[config.mk]
export PLATFORM = sky130hd
export DESIGN_NAME = car_drawer_flat
export DESIGN_NICKNAME = d
export VERILOG_FILES = /design/src/rtl/car_drawer_pkg.sv /design/src/rtl/car_drawer_if.sv /design/src/rtl/car_scan_counter.sv /design/src/rtl/car_drawer.sv /design/src/flat_wrapper.sv
export SDC_FILE = /design/constraint.sdc
export NUM_CORES = 1
export LEC_CHECK = 0
export ABC_CLOCK_PERIOD_IN_PS = 5500
export BUFFER_PORTS_ARGS = -buffer_cell sky130_fd_sc_hd__buf_4
export CORE_ASPECT_RATIO = 1.2
export CORE_MARGIN = 5
export CORE_UTILIZATION = 39
export CTS_CLUSTER_SIZE = 8
export DETAILED_ROUTE_END_ITERATION = 6
export GPL_TIMING_DRIVEN = 1
export PLACE_DENSITY = 0.63
export RECOVER_POWER = 25
export SYNTH_ARGS = -nofsm -noshare
export SYNTH_HDL_FRONTEND = slang
export SYNTH_SLANG_ARGS = --single-unit
[constraint.sdc]
create_clock -name Clock -period 5.5 [get_ports Clock]
set_clock_uncertainty 0.1 [all_clocks]
set_input_delay 0.275 -clock Clock [delete_from_list [all_inputs] [get_ports Clock]]
set_output_delay 0.275 -clock Clock [all_outputs]
set_load 0.01 [all_outputs]
[src/rtl/car_drawer_pkg.sv]
// Shared encodings for the car sprite drawer: FSM states, draw modes, orientations
// and the visible screen geometry.
package car_drawer_pkg;

    localparam int unsigned SCREEN_W = 160;
    localparam int unsigned SCREEN_H = 120;

    typedef enum logic [1:0] {
        StIdle,
        StDraw,
        StFlush,
        StDone
    } state_e;

    typedef enum logic [1:0] {
        ModeCar,
        ModeOver,
        ModeFix
    } mode_e;

    typedef enum logic [1:0] {
        DirUp,
        DirRight,
        DirDown,
        DirLeft
    } dir_e;

    // Simultaneous requests resolve as car > over > fix.
    function automatic mode_e pick_mode(input logic car, input logic over);
        if (car) begin
            return ModeCar;
        end else if (over) begin
            return ModeOver;
        end
        return ModeFix;
    endfunction

endpackage

[src/rtl/car_drawer_if.sv]
// Signal bundle between the race controller / ROMs / VGA adapter and the car drawer.
// master drives requests and ROM data; slave is the drawer itself.
interface car_drawer_if #(
    parameter int unsigned CAR_SIZE  = 4,
    parameter int unsigned X_W       = 8,
    parameter int unsigned Y_W       = 7,
    parameter int unsigned COLOUR_W  = 3,
    parameter int unsigned BG_ADDR_W = 15
);
    localparam int unsigned SPR_AW = (CAR_SIZE > 1) ? $clog2(CAR_SIZE * CAR_SIZE) : 1;

    logic                 draw_car;
    logic                 draw_over_car;
    logic                 draw_fix_car;
    logic [X_W-1:0]       car_x;
    logic [Y_W-1:0]       car_y;
    logic [1:0]           car_dir;
    logic [SPR_AW-1:0]    sprite_addr;
    logic [COLOUR_W-1:0]  sprite_data;
    logic [BG_ADDR_W-1:0] bg_addr;
    logic [COLOUR_W-1:0]  bg_data;
    logic [X_W-1:0]       x;
    logic [Y_W-1:0]       y;
    logic [COLOUR_W-1:0]  colour;
    logic                 plot;
    logic                 DoneDrawCar;
    logic                 DoneDrawOverCar;
    logic                 DoneFixCar;

    modport master (
        output draw_car, draw_over_car, draw_fix_car, car_x, car_y, car_dir,
        output sprite_data, bg_data,
        input  sprite_addr, bg_addr, x, y, colour, plot,
        input  DoneDrawCar, DoneDrawOverCar, DoneFixCar
    );

    modport slave (
        input  draw_car, draw_over_car, draw_fix_car, car_x, car_y, car_dir,
        input  sprite_data, bg_data,
        output sprite_addr, bg_addr, x, y, colour, plot,
        output DoneDrawCar, DoneDrawOverCar, DoneFixCar
    );

endinterface

[src/rtl/car_scan_counter.sv]
// Raster row/col counter over a CAR_SIZE x CAR_SIZE tile; col runs fastest and
// `last` flags the final index of the tile.
module car_scan_counter #(
    parameter int unsigned CAR_SIZE = 4,
    localparam int unsigned CW = (CAR_SIZE > 1) ? $clog2(CAR_SIZE) : 1
) (
    input  logic          clk,
    input  logic          rst_n,
    input  logic          en,
    input  logic          clr,
    output logic [CW-1:0] row,
    output logic [CW-1:0] col,
    output logic          last
);

    localparam logic [CW-1:0] S = CW'(CAR_SIZE - 1);

    logic [CW-1:0] row_q, row_d;
    logic [CW-1:0] col_q, col_d;

    always_comb begin
        row_d = row_q;
        col_d = col_q;
        if (clr) begin
            row_d = '0;
            col_d = '0;
        end else if (en) begin
            if (col_q == S) begin
                col_d = '0;
                row_d = (row_q == S) ? '0 : row_q + 1'b1;
            end else begin
                col_d = col_q + 1'b1;
            end
        end
    end

    always_ff @(posedge clk or negedge rst_n) begin
        if (!rst_n) begin
            row_q <= '0;
            col_q <= '0;
        end else begin
            row_q <= row_d;
            col_q <= col_d;
        end
    end

    assign row  = row_q;
    assign col  = col_q;
    assign last = (row_q == S) && (col_q == S);

endmodule

[src/rtl/car_drawer.sv]
// Scans the (rotated) car sprite at the latched car position and streams clipped
// pixels to the VGA adapter, in sprite, background-erase or fix-silhouette mode.
module car_drawer
    import car_drawer_pkg::*;
#(
    parameter int unsigned          CAR_SIZE    = 4,
    parameter int unsigned          X_W         = 8,
    parameter int unsigned          Y_W         = 7,
    parameter int unsigned          COLOUR_W    = 3,
    parameter int unsigned          SCR_W       = SCREEN_W,
    parameter int unsigned          SCR_H       = SCREEN_H,
    parameter int unsigned          BG_ADDR_W   = 15,
    parameter logic [COLOUR_W-1:0]  TRANSPARENT = COLOUR_W'(3'b000),
    parameter logic [COLOUR_W-1:0]  FIX_COLOUR  = COLOUR_W'(3'b100)
) (
    input  logic       Clock,
    input  logic       Resetn,
    car_drawer_if.slave bus
);

    localparam int unsigned CW     = (CAR_SIZE > 1) ? $clog2(CAR_SIZE) : 1;
    localparam int unsigned SPR_AW = (CAR_SIZE > 1) ? $clog2(CAR_SIZE * CAR_SIZE) : 1;
    localparam int unsigned PXW    = X_W + 1;
    localparam int unsigned PYW    = Y_W + 1;

    localparam logic [CW-1:0]  S      = CW'(CAR_SIZE - 1);
    localparam logic [PXW-1:0] XLimit = PXW'(SCR_W);
    localparam logic [PYW-1:0] YLimit = PYW'(SCR_H);

    state_e         state_q, state_d;
    mode_e          mode_q, mode_d;
    dir_e           dir_q, dir_d;
    logic [X_W-1:0] car_x_q, car_x_d;
    logic [Y_W-1:0] car_y_q, car_y_d;

    logic [CW-1:0]  row, col;
    logic [CW-1:0]  srow, scol;
    logic           last;
    logic           scan_en;
    logic           any_req;
    logic           held_req;

    logic [PXW-1:0] px_d, px_q;
    logic [PYW-1:0] py_d, py_q;
    logic           valid_q;
    logic [COLOUR_W-1:0] colour_sel;
    logic           apply_transp;

    car_scan_counter #(
        .CAR_SIZE(CAR_SIZE)
    ) u_scan (
        .clk  (Clock),
        .rst_n(Resetn),
        .en   (scan_en),
        .clr  (!scan_en),
        .row  (row),
        .col  (col),
        .last (last)
    );

    assign scan_en = (state_q == StDraw);
    assign any_req = bus.draw_car || bus.draw_over_car || bus.draw_fix_car;

    always_comb begin
        case (mode_q)
            ModeCar:  held_req = bus.draw_car;
            ModeOver: held_req = bus.draw_over_car;
            default:  held_req = bus.draw_fix_car;
        endcase
    end

    always_comb begin
        state_d = state_q;
        mode_d  = mode_q;
        dir_d   = dir_q;
        car_x_d = car_x_q;
        car_y_d = car_y_q;
        case (state_q)
            StIdle: begin
                if (any_req) begin
                    state_d = StDraw;
                    mode_d  = pick_mode(bus.draw_car, bus.draw_over_car);
                    dir_d   = dir_e'(bus.car_dir);
                    car_x_d = bus.car_x;
                    car_y_d = bus.car_y;
                end
            end
            StDraw: begin
                if (last) begin
                    state_d = StFlush;
                end
            end
            StFlush: state_d = StDone;
            StDone: begin
                // Wait for the controller to withdraw the request it was served for.
                if (!held_req) begin
                    state_d = StIdle;
                end
            end
            default: state_d = StIdle;
        endcase
    end

    always_ff @(posedge Clock or negedge Resetn) begin
        if (!Resetn) begin
            state_q <= StIdle;
            mode_q  <= ModeCar;
            dir_q   <= DirUp;
            car_x_q <= '0;
            car_y_q <= '0;
        end else begin
            state_q <= state_d;
            mode_q  <= mode_d;
            dir_q   <= dir_d;
            car_x_q <= car_x_d;
            car_y_q <= car_y_d;
        end
    end

    // Screen position stays unrotated; only the sprite lookup is rotated.
    always_comb begin
        case (dir_q)
            DirUp: begin
                srow = row;
                scol = col;
            end
            DirRight: begin
                srow = S - col;
                scol = row;
            end
            DirDown: begin
                srow = S - row;
                scol = S - col;
            end
            default: begin
                srow = col;
                scol = S - row;
            end
        endcase
    end

    assign px_d = {1'b0, car_x_q} + PXW'(col);
    assign py_d = {1'b0, car_y_q} + PYW'(row);

    assign bus.sprite_addr = SPR_AW'(srow) * SPR_AW'(CAR_SIZE) + SPR_AW'(scol);
    assign bus.bg_addr     = BG_ADDR_W'(py_d) * BG_ADDR_W'(SCR_W) + BG_ADDR_W'(px_d);

    // Output stage lines up with the 1-cycle ROM latency.
    always_ff @(posedge Clock or negedge Resetn) begin
        if (!Resetn) begin
            px_q    <= '0;
            py_q    <= '0;
            valid_q <= 1'b0;
        end else begin
            valid_q <= scan_en;
            if (scan_en) begin
                px_q <= px_d;
                py_q <= py_d;
            end
        end
    end

    always_comb begin
        case (mode_q)
            ModeCar:  colour_sel = bus.sprite_data;
            ModeOver: colour_sel = bus.bg_data;
            default:  colour_sel = FIX_COLOUR;
        endcase
    end

    assign apply_transp = (mode_q != ModeOver) && (bus.sprite_data == TRANSPARENT);

    assign bus.x      = px_q[X_W-1:0];
    assign bus.y      = py_q[Y_W-1:0];
    assign bus.colour = valid_q ? colour_sel : '0;
    assign bus.plot   = valid_q && (px_q < XLimit) && (py_q < YLimit) && !apply_transp;

    assign bus.DoneDrawCar     = (state_q == StDone) && (mode_q == ModeCar);
    assign bus.DoneDrawOverCar = (state_q == StDone) && (mode_q == ModeOver);
    assign bus.DoneFixCar      = (state_q == StDone) && (mode_q == ModeFix);

endmodule

[src/flat_wrapper.sv]
// flat-port wrapper written by rule: the top's interface ports become plain ports
module car_drawer_flat import car_drawer_pkg::*;
#(
    parameter int unsigned          CAR_SIZE    = 4,
    parameter int unsigned          X_W         = 8,
    parameter int unsigned          Y_W         = 7,
    parameter int unsigned          COLOUR_W    = 3,
    parameter int unsigned          SCR_W       = SCREEN_W,
    parameter int unsigned          SCR_H       = SCREEN_H,
    parameter int unsigned          BG_ADDR_W   = 15,
    parameter logic [COLOUR_W-1:0]  TRANSPARENT = COLOUR_W'(3'b000),
    parameter logic [COLOUR_W-1:0]  FIX_COLOUR  = COLOUR_W'(3'b100)
)
  (Clock, Resetn, bus_draw_car, bus_draw_over_car, bus_draw_fix_car, bus_car_x, bus_car_y, bus_car_dir, bus_sprite_data, bus_bg_data, bus_sprite_addr, bus_bg_addr, bus_x, bus_y, bus_colour, bus_plot, bus_DoneDrawCar, bus_DoneDrawOverCar, bus_DoneFixCar);
  car_drawer_if #(.CAR_SIZE(CAR_SIZE), .X_W(X_W), .Y_W(Y_W), .COLOUR_W(COLOUR_W), .BG_ADDR_W(BG_ADDR_W)) bus_i ();
  input  logic Clock;
  input  logic Resetn;
  input wire logic [$bits(bus_i.draw_car)-1:0] bus_draw_car;
  input wire logic [$bits(bus_i.draw_over_car)-1:0] bus_draw_over_car;
  input wire logic [$bits(bus_i.draw_fix_car)-1:0] bus_draw_fix_car;
  input wire logic [$bits(bus_i.car_x)-1:0] bus_car_x;
  input wire logic [$bits(bus_i.car_y)-1:0] bus_car_y;
  input wire logic [$bits(bus_i.car_dir)-1:0] bus_car_dir;
  input wire logic [$bits(bus_i.sprite_data)-1:0] bus_sprite_data;
  input wire logic [$bits(bus_i.bg_data)-1:0] bus_bg_data;
  output wire logic [$bits(bus_i.sprite_addr)-1:0] bus_sprite_addr;
  output wire logic [$bits(bus_i.bg_addr)-1:0] bus_bg_addr;
  output wire logic [$bits(bus_i.x)-1:0] bus_x;
  output wire logic [$bits(bus_i.y)-1:0] bus_y;
  output wire logic [$bits(bus_i.colour)-1:0] bus_colour;
  output wire logic [$bits(bus_i.plot)-1:0] bus_plot;
  output wire logic [$bits(bus_i.DoneDrawCar)-1:0] bus_DoneDrawCar;
  output wire logic [$bits(bus_i.DoneDrawOverCar)-1:0] bus_DoneDrawOverCar;
  output wire logic [$bits(bus_i.DoneFixCar)-1:0] bus_DoneFixCar;
  assign bus_i.draw_car = bus_draw_car;
  assign bus_i.draw_over_car = bus_draw_over_car;
  assign bus_i.draw_fix_car = bus_draw_fix_car;
  assign bus_i.car_x = bus_car_x;
  assign bus_i.car_y = bus_car_y;
  assign bus_i.car_dir = bus_car_dir;
  assign bus_i.sprite_data = bus_sprite_data;
  assign bus_i.bg_data = bus_bg_data;
  assign bus_sprite_addr = bus_i.sprite_addr;
  assign bus_bg_addr = bus_i.bg_addr;
  assign bus_x = bus_i.x;
  assign bus_y = bus_i.y;
  assign bus_colour = bus_i.colour;
  assign bus_plot = bus_i.plot;
  assign bus_DoneDrawCar = bus_i.DoneDrawCar;
  assign bus_DoneDrawOverCar = bus_i.DoneDrawOverCar;
  assign bus_DoneFixCar = bus_i.DoneFixCar;
  car_drawer #(.CAR_SIZE(CAR_SIZE), .X_W(X_W), .Y_W(Y_W), .COLOUR_W(COLOUR_W), .SCR_W(SCR_W), .SCR_H(SCR_H), .BG_ADDR_W(BG_ADDR_W), .TRANSPARENT(TRANSPARENT), .FIX_COLOUR(FIX_COLOUR)) u_core (.Clock(Clock), .Resetn(Resetn), .bus(bus_i));
endmodule
### Yosys cells after proc, flatten, opt, wreduce, memory -nomap -nowiden

Cells that the tools add are included.

* equality and inequality tests: 14
* reduce and logical (&&, ||, !) cells: 17
* add/subtract/negate cells: 8
* multiply operators: 1
* magnitude comparators: 2
* mux-type cells: 21

Operator list (count)
* $mux W2: 11
* $add A15 B9 Y15: 1
* $eq A2 B2 Y1 const B: 6
* $pmux W2 S3: 2
* $mul A8 B3 Y10 const B: 1
* $add A8 B2 Y9: 1
* $lt A9 B8 Y1 const B: 1
* $add A7 B2 Y8: 1
* $logic_and A1 B1 Y1: 8
* $lt A8 B7 Y1 const B: 1
* $pmux W2 S4: 1
* $eq A2 B1 Y1 const B: 3
* $logic_not A2 Y1: 3
* $ne A2 B1 Y1 const B: 3
* $pmux W3 S2: 1
* $add A2 B1 Y2 const B: 2
* $add A4 B2 Y4: 1
* $mux W1: 4
* $ne A2 B2 Y1 const B: 2
* $sub A2 B2 Y2 const A: 2
* $logic_not A3 Y1: 1
* $mux W3: 1
* $reduce_and A3 Y1: 1
* $logic_or A1 B1 Y1: 2
* other kinds (3): 3

* flip-flop bits (word level): 43

### Logic depth before layout (Yosys ltp)

* word-level depth: 5
* mapped depth: 13

### Hierarchy

A second synthesis with hierarchy kept.

* cell total of the unflattened synthesis: 292
* area total of the unflattened synthesis: 3080.5 µm²

Modules (own cells, without submodules)
* car_drawer: instances 1, area an instance 2865.2 µm², sequential area each 975.9 µm², cells an instance 274
* car_scan_counter: instances 1, area an instance 215.2 µm², sequential area each 100.1 µm², cells an instance 18

### Least setup slack after synthesis

Ideal clock, no wire load.

* path type: reg2out
* start point: reg u_core.u_scan.row_q[1], in the netlist u_core.u_scan.row[1]
* end point: out bus_bg_addr[14]
* path slack: 2.061 ns
* cell stages (with the launch flop): 13
* data arrival time: 3.064 ns
* path buffers: 0
* cell sequence: dfrtp_1 ha_1 a21oi_1 nor2b_1 xor2_1 ha_1 ha_1 fa_1 a21o_2 a21oi_1 xnor2_1 nand4_1 xnor2_1

* cells in the longest elaborated chain, start to end: 3

RTL lines
* start, declared: RTL line car_scan_counter.sv:18 `logic [CW-1:0] row_q, row_d;`
* start signal, assigned: RTL line car_scan_counter.sv:42 `row_q <= row_d;`
* $add A7 B2 Y8: RTL line car_drawer.sv:143 `assign py_d = {1'b0, car_y_q} + PYW'(row);`
* via u_core.py_d[3]: RTL line car_drawer.sv:44 `logic [PYW-1:0] py_d, py_q;`
* $mul A8 B3 Y10: RTL line car_drawer.sv:146 `assign bus.bg_addr = BG_ADDR_W'(py_d) * BG_ADDR_W'(SCR_W) + BG_ADDR_W'(px_d);`
* $add A15 B9 Y15: RTL line car_drawer.sv:146
* end, declared: RTL line flat_wrapper.sv:27 `output wire logic [$bits(bus_i.bg_addr)-1:0] bus_bg_addr;`

The timed path passes the listed nets, and every way through them passes these cells.

### Worst setup path after layout

Ends and elaborated chain as after synthesis.

==> metrics.txt <==
1st-iter DRT viols 74; most numerous cell in the Yosys netlist dfrtp_1; Slew @ Worst Pin 2300 ps; flops & latches, synth 43; Final period util 0.733; synthesized net count 331; critical path capture point type output pin; # rows 34; achievable frequency 248 MHz; CTS buffer count 5; Min-Delay Path Class input port to flip-flop; top cell type's share of synthesized area 0.365; post-CTS setup buffer count 0; synth cell count leaders 43 x dfrtp_1, 34 x mux2_2, 24 x ha_1, 23 x buf_4, 19 x xnor2_1; top cells by area, synth dfrtp_1 37%, mux2_2 13%, ha_1 10%; Period minus WS final 4030 ps; Mapped Cells 275; clock latency on the worst-skew pair 290 ps; worst vdd ir 0.545 mV; Max FO, Critical Path 6; vias in the first global route 2097; ys flop type dfrtp_1; Die ar. 9400 sq um; Pwr Total 2.70 mW; Detailed Place HPWL 4600 um; failing checks capacitance limit, slew limit; Finish-stage setup viols 0; Slew Limit Fails 44; TritonCTS sink count 43; largest net degree at the start of global routing 44; final WL 5760 um; root buf cell clkbuf_8; Synth Area per Inst 10.7 sq um; number of flops mapped to enable cells by yosys 0; startpoint types flip-flop; layout cell share with drive strength beyond 1 0.350; relative slew slack -0.536; CTS tree done; status finished, violations left; final hold violation count 0; initial antenna violation count 0; total of max-cap violations 1; remaining antenna violation count 0; die height 105 um; post-synth top area cell dfrtp_1; Top Ports 69; Die W 89.3 um; total number of vias 2020; worst endpoint required time 5120 ps; Worst-path clk slew 80 ps; Vias/cell 4.89; Pre-antenna DRT Iters 4; Port Buffers 68; DRC 0; nets@finish 378; clock tree buffer depth 2; setup tns final 0 ps; Worst Path Class, Setup flip-flop to output pin; total global routing overflow 0; Seq/Total Area, Yosys 0.365; Yosys Warn Count 0; first-pass GRT wire length 9800 um; P&R area growth vs syn 18.4%; WL/cell 13.9 um; initial core utilization 0.403; number of diodes 0; RSZ-0062 raised after global routing no; Std-Cell Core Area 7320 sq um; GP Congestion 0.736; share of synthesized registers carrying an async set or reset 1.00; Netlist cell types 40; Mapped Area 2950 sq um; Pwr per Cell Area 774 nW/um^2; CP arrival 3650 ps; H-tree depth 2; post-layout util 0.477; GRT Overall Usage 0.130; Static Leak 1.66 nW
-- worst max-delay path, cell delays in order (launching register included) --
cell and delay (ps):
dfrtp_1 470, ha_1 320, a21oi_1 180, nor2b_1 70
xor2_1 270, ha_1 290, ha_1 250, fa_1 440
a21o_2 220, a21oi_1 200, xnor2_1 210, nand4_1 150
xnor2_1 150, buf_4 140
-- routing by layer --
metal  wire, um  vias up  share of wire  track usage
met3        201        4          0.035       0.0260
met5          0        -              0            0
li1           -     1016              -            -
met1       2390      973           0.42        0.156
met2       3120       27           0.54        0.235
met4         50        0         0.0087       0.0287
-- cell type report --
type	count	area [sq um]
inverters	13	48.8
repair buffers	69	517
multi-input cells	190	1620
flip-flops and latches	43	1080
clock inverters	2	35.0
fillers	719	3830
well taps	90	113
clock buffers	6	82.6
-- sequential cells by signal (all words and copies together), names as in the netlist --
| signal | flops |
|---|---|
| u_core.u_scan.row | 2 |
| u_core.u_scan.col | 2 |
| u_core.mode_q | 2 |
| u_core.car_x_q | 8 |
| u_core.state_q | 2 |
| u_core.car_y_q | 7 |
| u_core.px_q | 9 |
| u_core.dir_q | 2 |
| u_core.valid_q | 1 |
| u_core.py_q | 8 |
-- power by group --
part	switching (mW)	total (mW)	internal (mW)
clock	0.104	0.251	0.147
sequential	0.148	0.614	0.465
combinational	0.858	1.83	0.977
total	1.11	2.70	1.59
-- cells by family (layout without fill, tap and decap cells) --
group | Yosys count | count (layout) | synth area share
and+or+nand+nor | 59 | 59 | 0.109
xor gates and xnor gates | 29 | 29 | 0.0862
DFF | 43 | 43 | 0.365
muxes | 41 | 41 | 0.154
AOI/OAI and AO/OA | 33 | 33 | 0.0709
buffers and inverters | 42 | 90 | 0.0858
adders and majority gates | 28 | 28 | 0.129
-- stage by stage --
stage	setup slack (ps)	area [sq um]	instances	hold WS [ps]
2_1_floorplan	2060	2950	275	-121
4_1_cts	1430	3490	413	102
5_1_grt	1190	3490	413	95.7
3_5_place_dp	1770	3360	404	201
3_3_place_gp	1840	3360	404	206
6_report	1470	3490	413	112
-- cell usage in the layout (no fill, tap or decap), types with 2 or more instances in the layout --
cell      netlist  final
nor3_1          3      3
xor2_1         10     10
a21o_1          2      2
nand3b_1        3      3
clkbuf_8        0      6
nand3_1         4      4
a21oi_1        11     11
o21bai_1        2      2
and3_1          5      5
o21a_1          2      2
dfrtp_1        43     43
mux2_2         34     34
ha_1           24     24
fa_1            4      4
nand2_1        10     10
nor2b_1         4      4
o21ai_0         9      9
and2_1          3      3
nand4_1         3      3
xnor2_1        19     19
nor3b_1         2      2
inv_1          13     13
nand2b_1        4      4
nor2_1         14     14
buf_4          23     67
mux2i_1         7      7
-- repair_timing --
action	CTS	global route
hold endpoints to repair	43	0
resized for setup	0	0
hold buffers	1	0
-- final timing paths --
| path | to | cells past startpoint | slack, ps | start |
|---|---|---|---|---|
| worst min register to register | u_core.px_q[4] | 1 | 410 | u_core.px_q[4] |
| max in group asynchronous | u_core.mode_q[0] | 2 | 2870 | Resetn |
| worst max-delay path | bus_bg_addr[14] | 13 | 1470 | u_core.u_scan.row[1] |
| worst max register to register | u_core.state_q[1] | 5 | 3270 | u_core.state_q[1] |
| min in group asynchronous | u_core.car_x_q[3] | 2 | 1120 | Resetn |
| worst min-delay path | u_core.car_y_q[4] | 2 | 110 | bus_car_y[4] |
No activity file was read; power rests on OpenSTA's default activity.
